==> src/rtl/ps2_rx_fifo_pkg.sv <==
// ps2_pkg: shared definitions for the PS/2 receiver with event FIFO.
//   - Event layout: {ext, brk, code[7:0]} (EVT_W bits, EXT_BIT/BRK_BIT offsets)
//   - Scan-code prefix bytes (E0 = extended, F0 = break)
//   - Frame FSM state encoding
//   - Helper functions for odd-parity checking and event packing
package ps2_pkg;

  localparam int EVT_W   = 10;
  localparam int EXT_BIT = 9;
  localparam int BRK_BIT = 8;

  localparam logic [7:0] PS2_EXT = 8'hE0;
  localparam logic [7:0] PS2_BRK = 8'hF0;

  typedef enum logic [1:0] {
    IDLE   = 2'd0,
    DATA   = 2'd1,
    PARITY = 2'd2,
    STOP   = 2'd3
  } frame_state_e;

  // PS/2 uses odd parity: data bits plus parity bit must hold an odd number of ones.
  function automatic logic odd_parity_ok(input logic [7:0] data, input logic par);
    return (^data) ^ par;
  endfunction

  function automatic logic [EVT_W-1:0] make_evt(input logic ext, input logic brk,
                                                input logic [7:0] code);
    return {ext, brk, code};
  endfunction

endpackage

==> src/rtl/ps2_rx_fifo_if.sv <==
// ps2_rx_fifo_if: key-event stream between the PS/2 receiver and its consumer.
//   evt_data   head event {ext, brk, code}
//   evt_valid  FIFO not empty
//   evt_ready  consumer accepts the head event
//   fifo_level number of buffered events
// Modports: master = receiver (drives events), slave = consumer (drives ready).
interface ps2_rx_fifo_if #(
  parameter int FIFO_DEPTH = 8
);
  import ps2_pkg::*;

  localparam int LVL_W = $clog2(FIFO_DEPTH) + 1;

  logic [EVT_W-1:0] evt_data;
  logic             evt_valid;
  logic             evt_ready;
  logic [LVL_W-1:0] fifo_level;

  modport master (output evt_data, output evt_valid, output fifo_level, input evt_ready);
  modport slave  (input evt_data, input evt_valid, input fifo_level, output evt_ready);

endinterface

==> src/rtl/ps2_evt_fifo.sv <==
// ps2_evt_fifo: synchronous show-ahead FIFO for key events.
//   clk, rst   clock, asynchronous active-high reset
//   push       write push_data (ignored when full unless pop is accepted same cycle)
//   pop        remove head entry (ignored when empty)
//   head_data  head entry, forced to zero when empty
//   full/empty status flags; level = entries held
module ps2_evt_fifo
  import ps2_pkg::*;
#(
  parameter int DEPTH = 8
) (
  input  logic                     clk,
  input  logic                     rst,
  input  logic                     push,
  input  logic [EVT_W-1:0]         push_data,
  input  logic                     pop,
  output logic [EVT_W-1:0]         head_data,
  output logic                     full,
  output logic                     empty,
  output logic [$clog2(DEPTH):0]   level
);

  localparam int AW = $clog2(DEPTH);
  localparam logic [AW:0] LVL_FULL = (AW + 1)'(DEPTH);

  logic [EVT_W-1:0] mem_r [DEPTH];
  logic [AW-1:0]    wr_ptr_r;
  logic [AW-1:0]    rd_ptr_r;
  logic [AW:0]      level_r;
  logic             pop_en_s;
  logic             push_en_s;

  assign full  = (level_r == LVL_FULL);
  assign empty = (level_r == {(AW + 1){1'b0}});
  assign level = level_r;

  // A full FIFO still accepts a push when the head leaves in the same cycle.
  always_comb begin
    pop_en_s  = pop && !empty;
    push_en_s = push && (!full || pop_en_s);
    if (empty) begin
      head_data = {EVT_W{1'b0}};
    end else begin
      head_data = mem_r[rd_ptr_r];
    end
  end

  // Storage array write port.
  always_ff @(posedge clk) begin
    if (push_en_s) begin
      mem_r[wr_ptr_r] <= push_data;
    end
  end

  // Pointers and occupancy; pointers wrap naturally since DEPTH is a power of two.
  always_ff @(posedge clk or posedge rst) begin
    if (rst) begin
      wr_ptr_r <= {AW{1'b0}};
      rd_ptr_r <= {AW{1'b0}};
      level_r  <= {(AW + 1){1'b0}};
    end else begin
      if (push_en_s) begin
        wr_ptr_r <= wr_ptr_r + AW'(1);
      end
      if (pop_en_s) begin
        rd_ptr_r <= rd_ptr_r + AW'(1);
      end
      case ({push_en_s, pop_en_s})
        2'b10:   level_r <= level_r + (AW + 1)'(1);
        2'b01:   level_r <= level_r - (AW + 1)'(1);
        default: level_r <= level_r;
      endcase
    end
  end

endmodule

==> src/rtl/ps2_rx_fifo.sv <==
// ps2_rx_fifo: PS/2 keyboard receiver with scan-code assembly and event FIFO.
// Pins are synchronised and glitch-filtered in the clk_100mhz domain; the filtered
// clock's falling edge drives an 11-bit frame FSM with odd-parity/stop check and a
// frame timeout. E0/F0 prefixes are folded into {ext, brk, code} events.
// Optional build macro: PS2_REPEAT_FILTER_EN drops typematic repeats of the last
// make event.
// Ports:
//   clk_100mhz, rst   system clock, asynchronous active-high reset
//   ps2_c, ps2_d      raw PS/2 pins
//   evt_if (master)   evt_data / evt_valid / evt_ready / fifo_level
//   frame_err         pulse per rejected or timed-out frame
//   overflow          pulse when an event is dropped on a full FIFO
//   overflow_flag     sticky overflow, cleared by clr_err
//   err_count         saturating frame_err counter, cleared by clr_err
//   clr_err           synchronous clear of err_count and overflow_flag
module ps2_rx_fifo
  import ps2_pkg::*;
#(
  parameter int FILTER_LEN     = 4,
  parameter int FIFO_DEPTH     = 8,
  parameter int TIMEOUT_CYCLES = 200000
) (
  input  logic                 clk_100mhz,
  input  logic                 rst,
  input  logic                 ps2_c,
  input  logic                 ps2_d,
  ps2_rx_fifo_if.master        evt_if,
  output logic                 frame_err,
  output logic                 overflow,
  output logic                 overflow_flag,
  output logic [7:0]           err_count,
  input  logic                 clr_err
);

  localparam int LVL_W   = $clog2(FIFO_DEPTH) + 1;
  localparam int TO_W    = $clog2(TIMEOUT_CYCLES + 1);
  localparam logic [TO_W-1:0] TO_LAST = TO_W'(TIMEOUT_CYCLES - 1);

  // Input path
  logic                  c_meta_r, c_sync_r, d_meta_r, d_sync_r;
  logic [FILTER_LEN-1:0] c_hist_r, d_hist_r;
  logic                  c_filt_r, d_filt_r, c_filt_s, d_filt_s;
  logic                  strobe_r;

  // Frame FSM
  frame_state_e          state_r, state_s;
  logic [2:0]            bit_idx_r, bit_idx_s;
  logic [7:0]            shift_r, shift_s;
  logic                  par_r, par_s;
  logic [TO_W-1:0]       to_cnt_r, to_cnt_s;
  logic                  byte_valid_r, byte_valid_s;
  logic [7:0]            byte_r, byte_s;
  logic                  frame_err_r, frame_err_s;

  // Assembler / FIFO
  logic                  ext_r, ext_s, brk_r, brk_s;
  logic                  evt_ok_s, push_s, pop_s, drop_s, full_s, empty_s;
  logic [EVT_W-1:0]      push_data_s, head_s;
  logic [LVL_W-1:0]      level_s;
  logic                  overflow_r, overflow_flag_r;
  logic [7:0]            err_count_r;

  // Two-flop synchronisers, shift filters and registered falling-edge strobe.
  always_ff @(posedge clk_100mhz or posedge rst) begin
    if (rst) begin
      c_meta_r <= 1'b1;
      c_sync_r <= 1'b1;
      d_meta_r <= 1'b1;
      d_sync_r <= 1'b1;
      c_hist_r <= {FILTER_LEN{1'b1}};
      d_hist_r <= {FILTER_LEN{1'b1}};
      c_filt_r <= 1'b1;
      d_filt_r <= 1'b1;
      strobe_r <= 1'b0;
    end else begin
      c_meta_r <= ps2_c;
      c_sync_r <= c_meta_r;
      d_meta_r <= ps2_d;
      d_sync_r <= d_meta_r;
      c_hist_r <= {c_hist_r[FILTER_LEN-2:0], c_sync_r};
      d_hist_r <= {d_hist_r[FILTER_LEN-2:0], d_sync_r};
      c_filt_r <= c_filt_s;
      d_filt_r <= d_filt_s;
      strobe_r <= c_filt_r & ~c_filt_s;
    end
  end

  // Filtered line moves only when every sample in the window agrees.
  always_comb begin
    c_filt_s = c_filt_r;
    d_filt_s = d_filt_r;
    if (&c_hist_r) begin
      c_filt_s = 1'b1;
    end else if (~|c_hist_r) begin
      c_filt_s = 1'b0;
    end else begin
      c_filt_s = c_filt_r;
    end
    if (&d_hist_r) begin
      d_filt_s = 1'b1;
    end else if (~|d_hist_r) begin
      d_filt_s = 1'b0;
    end else begin
      d_filt_s = d_filt_r;
    end
  end

  // Frame FSM state and datapath registers.
  always_ff @(posedge clk_100mhz or posedge rst) begin
    if (rst) begin
      state_r      <= IDLE;
      bit_idx_r    <= 3'd0;
      shift_r      <= 8'h00;
      par_r        <= 1'b0;
      to_cnt_r     <= {TO_W{1'b0}};
      byte_valid_r <= 1'b0;
      byte_r       <= 8'h00;
      frame_err_r  <= 1'b0;
    end else begin
      state_r      <= state_s;
      bit_idx_r    <= bit_idx_s;
      shift_r      <= shift_s;
      par_r        <= par_s;
      to_cnt_r     <= to_cnt_s;
      byte_valid_r <= byte_valid_s;
      byte_r       <= byte_s;
      frame_err_r  <= frame_err_s;
    end
  end

  // Frame FSM next state: advances on the strobe; timeout overrides everything.
  always_comb begin
    state_s      = state_r;
    bit_idx_s    = bit_idx_r;
    shift_s      = shift_r;
    par_s        = par_r;
    byte_s       = byte_r;
    byte_valid_s = 1'b0;
    frame_err_s  = 1'b0;

    if (state_r == IDLE || strobe_r) begin
      to_cnt_s = {TO_W{1'b0}};
    end else begin
      to_cnt_s = to_cnt_r + TO_W'(1);
    end

    if (state_r != IDLE && !strobe_r && to_cnt_r == TO_LAST) begin
      state_s     = IDLE;
      frame_err_s = 1'b1;
    end else if (strobe_r) begin
      case (state_r)
        IDLE: begin
          if (!d_filt_r) begin
            state_s   = DATA;
            bit_idx_s = 3'd0;
          end else begin
            state_s = IDLE;
          end
        end
        DATA: begin
          shift_s = {d_filt_r, shift_r[7:1]};
          if (bit_idx_r == 3'd7) begin
            state_s = PARITY;
          end else begin
            bit_idx_s = bit_idx_r + 3'd1;
          end
        end
        PARITY: begin
          par_s   = d_filt_r;
          state_s = STOP;
        end
        STOP: begin
          state_s = IDLE;
          if (odd_parity_ok(shift_r, par_r) && d_filt_r) begin
            byte_valid_s = 1'b1;
            byte_s       = shift_r;
          end else begin
            frame_err_s = 1'b1;
          end
        end
        default: state_s = IDLE;
      endcase
    end else begin
      state_s = state_r;
    end
  end

  // Prefix tracking: E0/F0 latch flags, any other byte becomes an event.
  always_comb begin
    ext_s       = ext_r;
    brk_s       = brk_r;
    evt_ok_s    = 1'b0;
    push_data_s = make_evt(ext_r, brk_r, byte_r);
    if (frame_err_r) begin
      ext_s = 1'b0;
      brk_s = 1'b0;
    end else if (byte_valid_r) begin
      if (byte_r == PS2_EXT) begin
        ext_s = 1'b1;
      end else if (byte_r == PS2_BRK) begin
        brk_s = 1'b1;
      end else begin
        evt_ok_s = 1'b1;
        ext_s    = 1'b0;
        brk_s    = 1'b0;
      end
    end else begin
      ext_s = ext_r;
      brk_s = brk_r;
    end
  end

`ifdef PS2_REPEAT_FILTER_EN
  logic       rec_valid_r, rec_valid_s, rec_ext_r, rec_ext_s;
  logic [7:0] rec_code_r, rec_code_s;
  logic       rec_match_s;

  // Typematic filter: repeated make of the held key is dropped, its break releases it.
  always_comb begin
    rec_valid_s = rec_valid_r;
    rec_ext_s   = rec_ext_r;
    rec_code_s  = rec_code_r;
    rec_match_s = rec_valid_r && (rec_ext_r == ext_r) && (rec_code_r == byte_r);
    push_s      = evt_ok_s && !(rec_match_s && !brk_r);
    if (evt_ok_s && brk_r && rec_match_s) begin
      rec_valid_s = 1'b0;
    end else if (push_s && !brk_r && !drop_s) begin
      rec_valid_s = 1'b1;
      rec_ext_s   = ext_r;
      rec_code_s  = byte_r;
    end else begin
      rec_valid_s = rec_valid_r;
    end
  end

  // Held make-event record.
  always_ff @(posedge clk_100mhz or posedge rst) begin
    if (rst) begin
      rec_valid_r <= 1'b0;
      rec_ext_r   <= 1'b0;
      rec_code_r  <= 8'h00;
    end else begin
      rec_valid_r <= rec_valid_s;
      rec_ext_r   <= rec_ext_s;
      rec_code_r  <= rec_code_s;
    end
  end
`else
  assign push_s = evt_ok_s;
`endif

  assign pop_s  = !empty_s && evt_if.evt_ready;
  assign drop_s = push_s && full_s && !pop_s;

  // Prefix flags, overflow reporting and saturating error counter.
  always_ff @(posedge clk_100mhz or posedge rst) begin
    if (rst) begin
      ext_r           <= 1'b0;
      brk_r           <= 1'b0;
      overflow_r      <= 1'b0;
      overflow_flag_r <= 1'b0;
      err_count_r     <= 8'h00;
    end else begin
      ext_r      <= ext_s;
      brk_r      <= brk_s;
      overflow_r <= drop_s;
      if (clr_err) begin
        overflow_flag_r <= 1'b0;
        err_count_r     <= 8'h00;
      end else begin
        if (drop_s) begin
          overflow_flag_r <= 1'b1;
        end
        if (frame_err_r && err_count_r != 8'hFF) begin
          err_count_r <= err_count_r + 8'd1;
        end
      end
    end
  end

  ps2_evt_fifo #(
    .DEPTH(FIFO_DEPTH)
  ) u_fifo (
    .clk       (clk_100mhz),
    .rst       (rst),
    .push      (push_s),
    .push_data (push_data_s),
    .pop       (pop_s),
    .head_data (head_s),
    .full      (full_s),
    .empty     (empty_s),
    .level     (level_s)
  );

  assign evt_if.evt_data   = head_s;
  assign evt_if.evt_valid  = !empty_s;
  assign evt_if.fifo_level = level_s;
  assign frame_err         = frame_err_r;
  assign overflow          = overflow_r;
  assign overflow_flag     = overflow_flag_r;
  assign err_count         = err_count_r;

endmodule

==> src/flat_wrapper.sv <==
// flat-port wrapper written by rule: the top's interface ports become plain ports
module ps2_rx_fifo_flat import ps2_pkg::*;
#(
  parameter int FILTER_LEN     = 4,
  parameter int FIFO_DEPTH     = 8,
  parameter int TIMEOUT_CYCLES = 200000
)
  (clk_100mhz, rst, ps2_c, ps2_d, frame_err, overflow, overflow_flag, err_count, clr_err, evt_if_evt_data, evt_if_evt_valid, evt_if_fifo_level, evt_if_evt_ready);
  ps2_rx_fifo_if #(.FIFO_DEPTH(FIFO_DEPTH)) evt_if_i ();
  input  logic clk_100mhz;
  input  logic rst;
  input  logic ps2_c;
  input  logic ps2_d;
  output logic frame_err;
  output logic overflow;
  output logic overflow_flag;
  output logic [7:0] err_count;
  input  logic clr_err;
  output wire logic [$bits(evt_if_i.evt_data)-1:0] evt_if_evt_data;
  output wire logic [$bits(evt_if_i.evt_valid)-1:0] evt_if_evt_valid;
  output wire logic [$bits(evt_if_i.fifo_level)-1:0] evt_if_fifo_level;
  input wire logic [$bits(evt_if_i.evt_ready)-1:0] evt_if_evt_ready;
  assign evt_if_evt_data = evt_if_i.evt_data;
  assign evt_if_evt_valid = evt_if_i.evt_valid;
  assign evt_if_fifo_level = evt_if_i.fifo_level;
  assign evt_if_i.evt_ready = evt_if_evt_ready;
  ps2_rx_fifo #(.FILTER_LEN(FILTER_LEN), .FIFO_DEPTH(FIFO_DEPTH), .TIMEOUT_CYCLES(TIMEOUT_CYCLES)) u_core (.clk_100mhz(clk_100mhz), .rst(rst), .ps2_c(ps2_c), .ps2_d(ps2_d), .evt_if(evt_if_i), .frame_err(frame_err), .overflow(overflow), .overflow_flag(overflow_flag), .err_count(err_count), .clr_err(clr_err));
endmodule
==> config.mk <==
export PLATFORM = sky130hd
export DESIGN_NAME = ps2_rx_fifo_flat
export DESIGN_NICKNAME = d
export VERILOG_FILES = /design/src/rtl/ps2_rx_fifo_pkg.sv /design/src/rtl/ps2_rx_fifo_if.sv /design/src/rtl/ps2_evt_fifo.sv /design/src/rtl/ps2_rx_fifo.sv /design/src/flat_wrapper.sv
export SDC_FILE = /design/constraint.sdc
export NUM_CORES = 1
export LEC_CHECK = 0
export CORE_ASPECT_RATIO = 1.25
export CORE_MARGIN = 4
export CORE_UTILIZATION = 25
export DETAILED_ROUTE_END_ITERATION = 16
export SKIP_CTS_REPAIR_TIMING = 1
export SLEW_MARGIN = 20
export SYNTH_ARGS = -nofsm -noshare
export SYNTH_HDL_FRONTEND = slang
export SYNTH_HIERARCHICAL = 1
export SYNTH_SLANG_ARGS = --single-unit
==> constraint.sdc <==
create_clock -name clk_100mhz -period 4.55 [get_ports clk_100mhz]
set_input_delay 0.91 -clock clk_100mhz [delete_from_list [all_inputs] [get_ports clk_100mhz]]
set_output_delay 0.91 -clock clk_100mhz [all_outputs]
set_load 0.02 [all_outputs]
==> impl_metrics.env, run 1 <==
export IMPL_whs_path_depth=0
export IMPL_path_clk_slew_ps=60
export IMPL_finalHoldViolCount=0
export IMPL_hold_class="register to register"
export IMPL_cp_max_fo=12
export IMPL_num_vias=3686
export IMPL_p_per_area_nw_per_um2=462
export IMPL_period_share_pct=75.6
export IMPL_synth_ff_latch_count=159
export IMPL_antennaDiodeCount=0
export IMPL_ir_drop_mv=0.315
export IMPL_drc=0
export IMPL_reg2reg_depth=13
export IMPL_worstMarginPinSlew_ps=693
export IMPL_cts_tree="yes"
export IMPL_yosysTopAreaCell="edfxtp_1"
export IMPL_dieArea_um2=29700
export IMPL_core_area_um2=26300
export IMPL_grt_overflow=0
export IMPL_critical_path_class="register to output pin"
export IMPL_grt_max_degree=28
export IMPL_ys_flop_type="edfxtp_1"
export IMPL_globalplace_congestion=0.714
export IMPL_antenna_found_initial=0
export IMPL_min_from="u_core/d_meta_r"
export IMPL_r2r_setup_slack_ps=1460
export IMPL_synthCells=455
export IMPL_post_route_cell_area_um2=8110
export IMPL_max_slew_margin_rel_pct=53.8
export IMPL_synth_cell_type_count=59
export IMPL_synth_edff_count=80
export IMPL_num_fill_cells=2625
export IMPL_rr_endpoint="u_core/u_fifo/level[3]"
export IMPL_clk_latency_ps=420
export IMPL_leakage_nw=3.31
export IMPL_synth_area_leaders="edfxtp_1 (36%), dfrtp_1 (24%), mux4_2 (6.7%), dfstp_2 (5.5%), mux2_2 (3.2%)"
export IMPL_grt_pass1_vias=3819
export IMPL_arrival_ps=2530
export IMPL_ant_nets=0
export IMPL_cts_sinks=159
export IMPL_portBuffers=31
export IMPL_seq_area_frac_synth_pct=65.2
export IMPL_rsz0062_at_grt="false"
export IMPL_row_count=66
export IMPL_worstSetupEndpointType="output pin"
export IMPL_fin_skew_ps=10.5
export IMPL_numCtsBuffers=17
export IMPL_start_util_pct=25.7
export IMPL_drive_above_1_share_pct=21.8
export IMPL_synth_warnings=6
export IMPL_drt_initial_drc_count=235
export IMPL_die_h_um=192
export IMPL_io_pins=32
export IMPL_avgRoutedWirePerCell_um=13.6
export IMPL_synth_area_um2=6740
export IMPL_fin_nets=529
export IMPL_fp_dieW_um=155
export IMPL_synth_nets=474
export IMPL_report_final_setup_viol=0
export IMPL_place_area_um2=7540
export IMPL_synth_top_area_share_pct=35.6
export IMPL_cap_violations=0
export IMPL_setup_tns_ps=0
export IMPL_avgSynthCellArea_um2=14.8
export IMPL_startpoint_type="register"
export IMPL_max_freq_ghz=0.291
export IMPL_final_core_util_pct=30.9
export IMPL_min_to="u_core/d_sync_r"
export IMPL_synth_top_cells_by_count="edfxtp_1 (80), dfrtp_1 (65), nor2_1 (48), nand2_1 (22), inv_1 (21)"
export IMPL_min_period_ps=3440
export IMPL_dr_pass1_iters=4
export IMPL_clock_root_buffer="clkbuf_16"
export IMPL_via_per_inst=4.27
export IMPL_routed_wl_um=11700
export IMPL_r2r_start="u_core/u_fifo/level[0]"
export IMPL_ys_async_sr_fraction_pct=49.7
export IMPL_grtUsageTotal_pct=8.57
export IMPL_dp_hpwl_um=7930
export IMPL_synth_most_common_cell="edfxtp_1"
export IMPL_clk_path_buf_depth=2
export IMPL_cp_required_ps=3640
export IMPL_grt_pass1_wl_um=19900
export IMPL_slew_viol_final=0
export IMPL_h_tree_depth=4
export IMPL_area_growth_pct=20.3
export IMPL_status="finished clean"
per-layer routing:
metal  up-vias  part of all wire, %  track usage [%]
li1       1793                    -                -
met1      1827                   44             10.6
met2        52                   51             14.1
met3        14                  3.5             2.23
met4         0                  2.1             3.98
met5         -                    0                0
how the worst max path moves through the flow:
stage | from | end | slack (ps) | cells after the start
2_1_floorplan | u_core/u_fifo/level[1] | u_core/u_fifo/mem_r[0][0] | 1500 | 9
3_3_place_gp | evt_if_evt_ready | u_core/u_fifo/level[3] | 1320 | 11
3_5_place_dp | evt_if_evt_ready | u_core/u_fifo/level[3] | 1300 | 11
4_1_cts | u_core/u_fifo/rd_ptr_r[1] | evt_if_evt_data[2] | 1020 | 5
5_1_grt | u_core/u_fifo/rd_ptr_r[1] | evt_if_evt_data[2] | 940 | 5
6_report | u_core/u_fifo/rd_ptr_r[1] | evt_if_evt_data[7] | 1110 | 5
worst max-delay path: stages, from the launching register on:
cell	delay, ps
dfrtp_1	650
buf_4	320
mux4_2	340
mux2i_1	170
nor2_1	70
clkdlybuf4s50_1	560
cell usage in the layout (no fill, tap or decap), drive strengths merged, types with 5 or more instances in the layout:
| master | n |
|---|---|
| nor2 | 48 |
| clkdlybuf4s50 | 31 |
| nand2 | 22 |
| xor2 | 15 |
| and3 | 7 |
| o21ai | 11 |
| ha | 12 |
| dfrtp | 65 |
| clkbuf | 17 |
| nand4 | 7 |
| xnor2 | 11 |
| mux4 | 20 |
| nand2b | 5 |
| a21oi | 11 |
| mux2i | 16 |
| nand3 | 8 |
| or3 | 8 |
| dfstp | 14 |
| edfxtp | 80 |
| mux2 | 20 |
| inv | 32 |
| buf | 15 |
cells by family (layout without fill, tap and decap cells):
kind of cell	count (synthesis)	after routing	share of synthesized area [%]
adder cells (fa/ha/maj)	13	13	2.52
multiplexers	56	56	12.6
flip-flops	159	159	65.2
AND/OR/NAND/NOR	125	125	9.23
buffers and inverters	31	99	1.89
XOR/XNOR	28	28	4.10
AO/OA/AOI/OAI	43	43	4.38
final cells by class:
type / instances / area (um2) / share of cell area (%)
Inverter: 21 / 78.8 / 0.973
Clock inverter: 15 / 140 / 1.73
Sequential cell: 159 / 4400 / 54.2
Tap cell: 340 / 425 / 5.25
Timing Repair Buffer: 46 / 423 / 5.22
Clock buffer: 17 / 425 / 5.25
Multi-Input combinational cell: 265 / 2220 / 27.3
registers in the layout, summed over array words and instances, names as in the netlist, 2 cells and up:
signal and cells:
u_core/bit_idx_r 3, u_core/byte_r 8, u_core/c_hist_r 4, u_core/d_hist_r 4
u_core/err_count 8, u_core/shift_r 8, u_core/state_r 2, u_core/to_cnt_r 18
u_core/u_fifo/level 4, u_core/u_fifo/mem_r 80, u_core/u_fifo/rd_ptr_r 3, u_core/u_fifo/wr_ptr_r 3
where the power goes:
group | internal (mW) | leakage (nW) | switching, mW
logic | 0.374 | 1.10 | 0.381
registers | 1.55 | 1.92 | 0.0879
clock network | 0.727 | 0.283 | 0.619
per-stage QoR:
step / setup WS [ps] / hold slack, ps / cells / power [mW]
after floorplan: 1500 / 345 / 455 / 2.20
after global placement: 1320 / 346 / 831 / 2.44
after detailed placement: 1300 / 347 / 831 / 2.45
after CTS: 1020 / 357 / 863 / 3.82
after global routing: 937 / 359 / 863 / 3.96
final: 1110 / 355 / 863 / 3.74
(Power assumes the default switching activity.)
==> run 2: changes to the inputs <==
==> constraint.sdc (replaced) <==
create_clock -name clk_100mhz -period 3.4 [get_ports clk_100mhz]
set_input_delay 0.68 -clock clk_100mhz [delete_from_list [all_inputs] [get_ports clk_100mhz]]
set_output_delay 0.68 -clock clk_100mhz [all_outputs]
set_load 0.02 [all_outputs]
==> impl_metrics.env, run 2 (same netlist as run 1, synthesis figures left out) <==
export IMPL_drt_initial_drc_count=197
export IMPL_drc=0
export IMPL_clock_root_buffer="clkbuf_16"
export IMPL_largest_reg_flops=80
export IMPL_clk_latency_ps=420
export IMPL_numCtsBuffers=17
export IMPL_reg2reg_depth=12
export IMPL_status="finished clean"
export IMPL_whs_path_depth=0
export IMPL_cap_violations=0
export IMPL_fp_dieW_um=155
export IMPL_h_tree_depth=4
export IMPL_r2r_setup_slack_ps=380
export IMPL_globalplace_congestion=0.735
export IMPL_fin_nets=529
export IMPL_setup_tns_ps=0
export IMPL_grt_overflow=0
export IMPL_period_share_pct=92.4
export IMPL_grt_pass1_wl_um=19800
export IMPL_fin_skew_ps=11.2
export IMPL_max_freq_ghz=0.318
export IMPL_r2r_start="u_core/byte_r[2]"
export IMPL_min_to="u_core/c_hist_r[0]"
export IMPL_portBuffers=31
export IMPL_p_per_area_nw_per_um2=625
export IMPL_grt_pass1_vias=3855
export IMPL_io_pins=32
export IMPL_die_h_um=192
export IMPL_dp_hpwl_um=7940
export IMPL_min_period_ps=3140
export IMPL_antennaDiodeCount=0
export IMPL_cts_sinks=159
export IMPL_cts_tree="yes"
export IMPL_area_growth_pct=20.8
export IMPL_worstMarginPinSlew_ps=635
export IMPL_final_common_cell="edfxtp_1"
export IMPL_antenna_found_initial=0
export IMPL_start_util_pct=25.7
export IMPL_max_slew_margin_rel_pct=57.7
export IMPL_startpoint_type="register"
export IMPL_final_cell_mix="edfxtp_1 (80), dfrtp_1 (65), nor2_1 (48)"
export IMPL_dieArea_um2=29700
export IMPL_largest_register="u_core/u_fifo/mem_r"
export IMPL_rr_endpoint="u_core/u_fifo/level[3]"
export IMPL_cp_required_ps=2720
export IMPL_clk_path_buf_depth=2
export IMPL_whs_ps=356
export IMPL_row_count=66
export IMPL_arrival_ps=2460
export IMPL_ir_drop_mv=0.349
export IMPL_worstSetupEndpointType="output pin"
export IMPL_path_clk_slew_ps=70
export IMPL_top_regs="u_core/u_fifo/mem_r x80, u_core/to_cnt_r x18"
export IMPL_core_area_um2=26300
export IMPL_grtUsageTotal_pct=8.38
export IMPL_num_fill_cells=2600
export IMPL_rsz0062_at_grt="false"
export IMPL_routed_wl_um=11500
export IMPL_critical_path_class="register to output pin"
export IMPL_report_final_setup_viol=0
export IMPL_dr_pass1_iters=6
export IMPL_min_from="u_core/c_sync_r"
export IMPL_finalHoldViolCount=0
export IMPL_ant_nets=0
export IMPL_cp_max_fo=22
export IMPL_final_core_util_pct=31.0
export IMPL_hold_class="register to register"
export IMPL_avgRoutedWirePerCell_um=13.4
export IMPL_grt_max_degree=70
export IMPL_via_per_inst=4.29
export IMPL_slew_viol_final=0
export IMPL_drive_above_1_share_pct=21.8
export IMPL_num_vias=3705
export IMPL_leakage_nw=3.31
run 2: cell count changes in the layout (fill, tap and decap cells not counted), sizes merged:
cell,before,now
clkinvlp,0,2
inv,32,30
bufinv,0,1
clkinv,4,3
run 2: critical path, stage by stage, from the launching register on:
cell and delay, ps:
dfrtp_1 320, buf_4 380, mux4_2 580, mux2i_1 140
nor2_1 50, clkdlybuf4s50_1 540
run 2: how the worst max path moves through the flow:
stage                                         start  slack [ps]                         to  depth (start not counted)
final                     u_core/u_fifo/rd_ptr_r[0]         260         evt_if_evt_data[5]                          5
after global routing      u_core/u_fifo/rd_ptr_r[0]          60         evt_if_evt_data[4]                          5
after CTS                 u_core/u_fifo/rd_ptr_r[0]         160         evt_if_evt_data[2]                          5
after detailed placement           u_core/byte_r[2]         400     u_core/u_fifo/level[3]                         12
after global placement             u_core/byte_r[7]         470     u_core/u_fifo/level[3]                         12
after floorplan              u_core/u_fifo/level[1]         350  u_core/u_fifo/mem_r[0][0]                          9
run 2: area by class of cell:
type | count | area, um2 | share of cell area (%)
sequential | 159 | 4400 | 54.0
multi-input combinational | 265 | 2220 | 27.2
timing repair buffer | 46 | 435 | 5.35
clock buffer | 17 | 425 | 5.22
tap | 340 | 425 | 5.22
clock inverter | 15 | 168 | 2.06
inverter | 21 | 78.8 | 0.968
run 2: layer usage:
| layer | GRT usage, % | share of wire, % | routed length, um | vias to the layer above |
|---|---|---|---|---|
| met1 | 9.86 | 43 | 4960 | 1865 |
| li1 | - | - | - | 1793 |
| met2 | 14.7 | 53 | 6160 | 38 |
| met4 | 3.06 | 1.1 | 131 | 0 |
| met3 | 2.23 | 2.6 | 300 | 9 |
| met5 | 0 | 0 | 0 | - |
run 2: through the flow:
step                area [um2]  cells  power [mW]  setup slack [ps]
finish                    8150    863        5.09               260
global route              8150    863        5.37              59.0
CTS                       8150    863        5.19               165
detailed placement        7550    831        3.29               404
global placement          7550    831        3.28               473
floorplan                 6740    455        2.94               347
run 2: power by group:
| part | total, mW | internal (mW) | switching [mW] | leakage, nW |
|---|---|---|---|---|
| registers | 2.17 | 2.08 | 0.0912 | 1.92 |
| logic | 1.04 | 0.509 | 0.529 | 1.11 |
| clock network | 1.88 | 1.05 | 0.838 | 0.286 |
==> run 3: changes to the inputs <==
--- a/config.mk
+++ b/config.mk
@@ -5,12 +5,13 @@
 export SDC_FILE = /design/constraint.sdc
 export NUM_CORES = 1
 export LEC_CHECK = 0
+export ABC_AREA = 1
 export CORE_ASPECT_RATIO = 1.25
 export CORE_MARGIN = 4
 export CORE_UTILIZATION = 25
 export DETAILED_ROUTE_END_ITERATION = 16
 export SKIP_CTS_REPAIR_TIMING = 1
-export SLEW_MARGIN = 20
+export SLEW_MARGIN = 15
 export SYNTH_ARGS = -nofsm -noshare
 export SYNTH_HDL_FRONTEND = slang
 export SYNTH_HIERARCHICAL = 1
==> impl_metrics.env, run 3 <==
export IMPL_status="finished clean"
export IMPL_startpoint_type="register"
export IMPL_synth_area_um2=7120
export IMPL_min_period_ps=3180
export IMPL_grt_use_met2_pct=16.8
export IMPL_grt_pass1_wl_um=24800
export IMPL_r2r_start="u_core/byte_r[0]"
export IMPL_cap_violations=0
export IMPL_whs_ps=356
export IMPL_synth_nets=718
export IMPL_grtUsageMet3_pct=2.64
export IMPL_routed_wl_um=14900
export IMPL_clock_root_buffer="clkbuf_16"
export IMPL_avgSynthCellArea_um2=10.2
export IMPL_synth_warnings=6
export IMPL_critical_path_class="register to output pin"
export IMPL_final_core_util_pct=30.7
export IMPL_finalHoldViolCount=0
export IMPL_final_cell_mix="nor2_1 (117), nand2_1 (105), edfxtp_1 (80)"
export IMPL_rr_endpoint="u_core/u_fifo/level[3]"
export IMPL_worstSetupEndpointType="output pin"
export IMPL_dp_hpwl_um=10400
export IMPL_synth_top_cells_by_count="nor2_1 (117), nand2_1 (105), edfxtp_1 (80), o21ai_0 (77), dfrtp_1 (65)"
export IMPL_ys_async_sr_fraction_pct=49.7
export IMPL_synthCells=699
export IMPL_largest_register="u_core/u_fifo/mem_r"
export IMPL_core_area_um2=27800
export IMPL_portBuffers=31
export IMPL_ant_nets=0
export IMPL_avgRoutedWirePerCell_um=13.4
export IMPL_area_growth_pct=20.0
export IMPL_synth_most_common_cell="nor2_1"
export IMPL_fin_nets=767
export IMPL_final_common_cell="nor2_1"
export IMPL_globalplace_congestion=0.764
export IMPL_largest_reg_flops=80
export IMPL_drc=0
export IMPL_dieArea_um2=31300
export IMPL_synth_area_leaders="edfxtp_1 (34%), dfrtp_1 (23%), nor2_1 (6.2%), nand2_1 (5.5%), o21ai_0 (5.4%)"
export IMPL_path_clk_slew_ps=70
export IMPL_die_h_um=197
export IMPL_grt_overflow=0
export IMPL_reg2reg_depth=16
export IMPL_top_regs="u_core/u_fifo/mem_r x80, u_core/to_cnt_r x18"
export IMPL_clk_latency_ps=430
export IMPL_cts_sinks=159
export IMPL_ys_flop_type="edfxtp_1"
export IMPL_numCtsBuffers=17
export IMPL_cp_required_ps=2720
export IMPL_row_count=68
export IMPL_synth_edff_count=80
export IMPL_leakage_nw=3.44
export IMPL_antennaDiodeCount=0
export IMPL_num_vias=4895
export IMPL_setup_tns_ps=0
export IMPL_synth_top_area_share_pct=33.7
export IMPL_yosysTopAreaCell="edfxtp_1"
export IMPL_num_fill_cells=2831
export IMPL_grt_max_degree=48
export IMPL_post_route_cell_area_um2=8550
export IMPL_drt_initial_drc_count=231
export IMPL_hold_class="register to register"
export IMPL_place_area_um2=7930
export IMPL_cp_startpoint="u_core/u_fifo/rd_ptr_r[0]"
export IMPL_max_freq_ghz=0.314
export IMPL_worstMarginPinSlew_ps=557
export IMPL_period_share_pct=93.6
export IMPL_drive_above_1_share_pct=13.8
export IMPL_dr_pass1_iters=5
export IMPL_grt_most_used_layer="met2"
export IMPL_io_pins=32
export IMPL_dp_cells=1079
export IMPL_fp_dieW_um=159
export IMPL_p_per_area_nw_per_um2=748
export IMPL_fin_cells=1111
export IMPL_r2r_setup_slack_ps=930
export IMPL_h_tree_depth=4
export IMPL_via_per_inst=4.41
export IMPL_report_final_setup_viol=0
export IMPL_use_met1_pct=12.5
export IMPL_cp_max_fo=15
export IMPL_slew_viol_final=0
export IMPL_clk_path_buf_depth=2
export IMPL_arrival_ps=2500
export IMPL_endpoint="evt_if_evt_data[2]"
export IMPL_grtUsageTotal_pct=9.89
export IMPL_synth_cell_type_count=45
export IMPL_antenna_found_initial=0
export IMPL_synth_ff_latch_count=159
export IMPL_seq_area_frac_synth_pct=61.7
export IMPL_max_slew_margin_rel_pct=62.8
export IMPL_ir_drop_mv=0.400
export IMPL_start_util_pct=25.6
export IMPL_grt_pass1_vias=4817
export IMPL_cts_tree="yes"
export IMPL_fin_skew_ps=12.1
export IMPL_rsz0062_at_grt="false"
run 3: cell types whose count changed after synthesis, moves of 15 or more:
cell | before | now
nand2_1 | 22 | 105
nor2_1 | 48 | 117
o21ai_0 | 9 | 77
inv_1 | 21 | 60
nand3_1 | 8 | 29
mux4_2 | 20 | 0
o21ai_1 | 1 | 21
mux2_2 | 19 | 1
mux2i_1 | 15 | 0
run 3: layout make-up:
type | count | area [um2] | area share (%)
clock inverter | 15 | 189 | 2.21
sequential | 159 | 4400 | 51.4
clock buffer | 17 | 425 | 4.98
inverter | 67 | 251 | 2.94
multi-input combinational | 456 | 2390 | 28.0
timing repair buffer | 47 | 455 | 5.33
tap | 350 | 438 | 5.12
run 3: critical path, stage by stage (launching register included):
cell	delay (ps)
dfrtp_1	630
buf_4	270
o21ai_0	90
o21ai_0	250
nor2_1	70
nor2_1	140
clkdlybuf4s50_1	620
run 3: how the worst min path moves through the flow:
stage	startpoint	endpoint	slack, ps	cells after the start
after floorplan	u_core/c_sync_r	u_core/c_hist_r[0]	350	0
after global placement	u_core/c_sync_r	u_core/c_hist_r[0]	350	0
after detailed placement	u_core/d_sync_r	u_core/d_hist_r[0]	350	0
after CTS	u_core/d_sync_r	u_core/d_hist_r[0]	360	0
after global routing	u_core/d_sync_r	u_core/d_hist_r[0]	360	0
final	u_core/d_sync_r	u_core/d_hist_r[0]	360	0
run 3: stage by stage:
stage,power (mW),setup slack (ps)
2_1_floorplan,3.83,574
3_3_place_gp,4.49,642
3_5_place_dp,4.52,617
4_1_cts,6.49,152
5_1_grt,6.83,8.52
6_report,6.40,217
run 3: cell families (layout without fill, tap and decap cells):
family / count (synthesis) / in the layout / share of synthesized area [%]
AND/OR/NAND/NOR: 308 / 308 / 20.5
flip-flops: 159 / 159 / 61.7
AO/OA/AOI/OAI: 123 / 123 / 9.17
buffers and inverters: 84 / 146 / 4.67
adder cells (fa/ha/maj): 13 / 13 / 2.39
XOR/XNOR: 11 / 11 / 1.35
multiplexers: 1 / 1 / 0.158
run 3: where the power goes:
group	leakage [nW]	internal, mW	switching [mW]
registers	1.78	2.18	0.218
logic	1.37	0.813	1.24
clock network	0.296	1.06	0.889
total	3.44	4.05	2.35
run 3: layer usage:
layer / vias to the layer above / share of wire (%)
met5: - / 0
met3: 13 / 3.8
li1: 2445 / -
met1: 2365 / 46
met4: 0 / 1.1
met2: 72 / 50
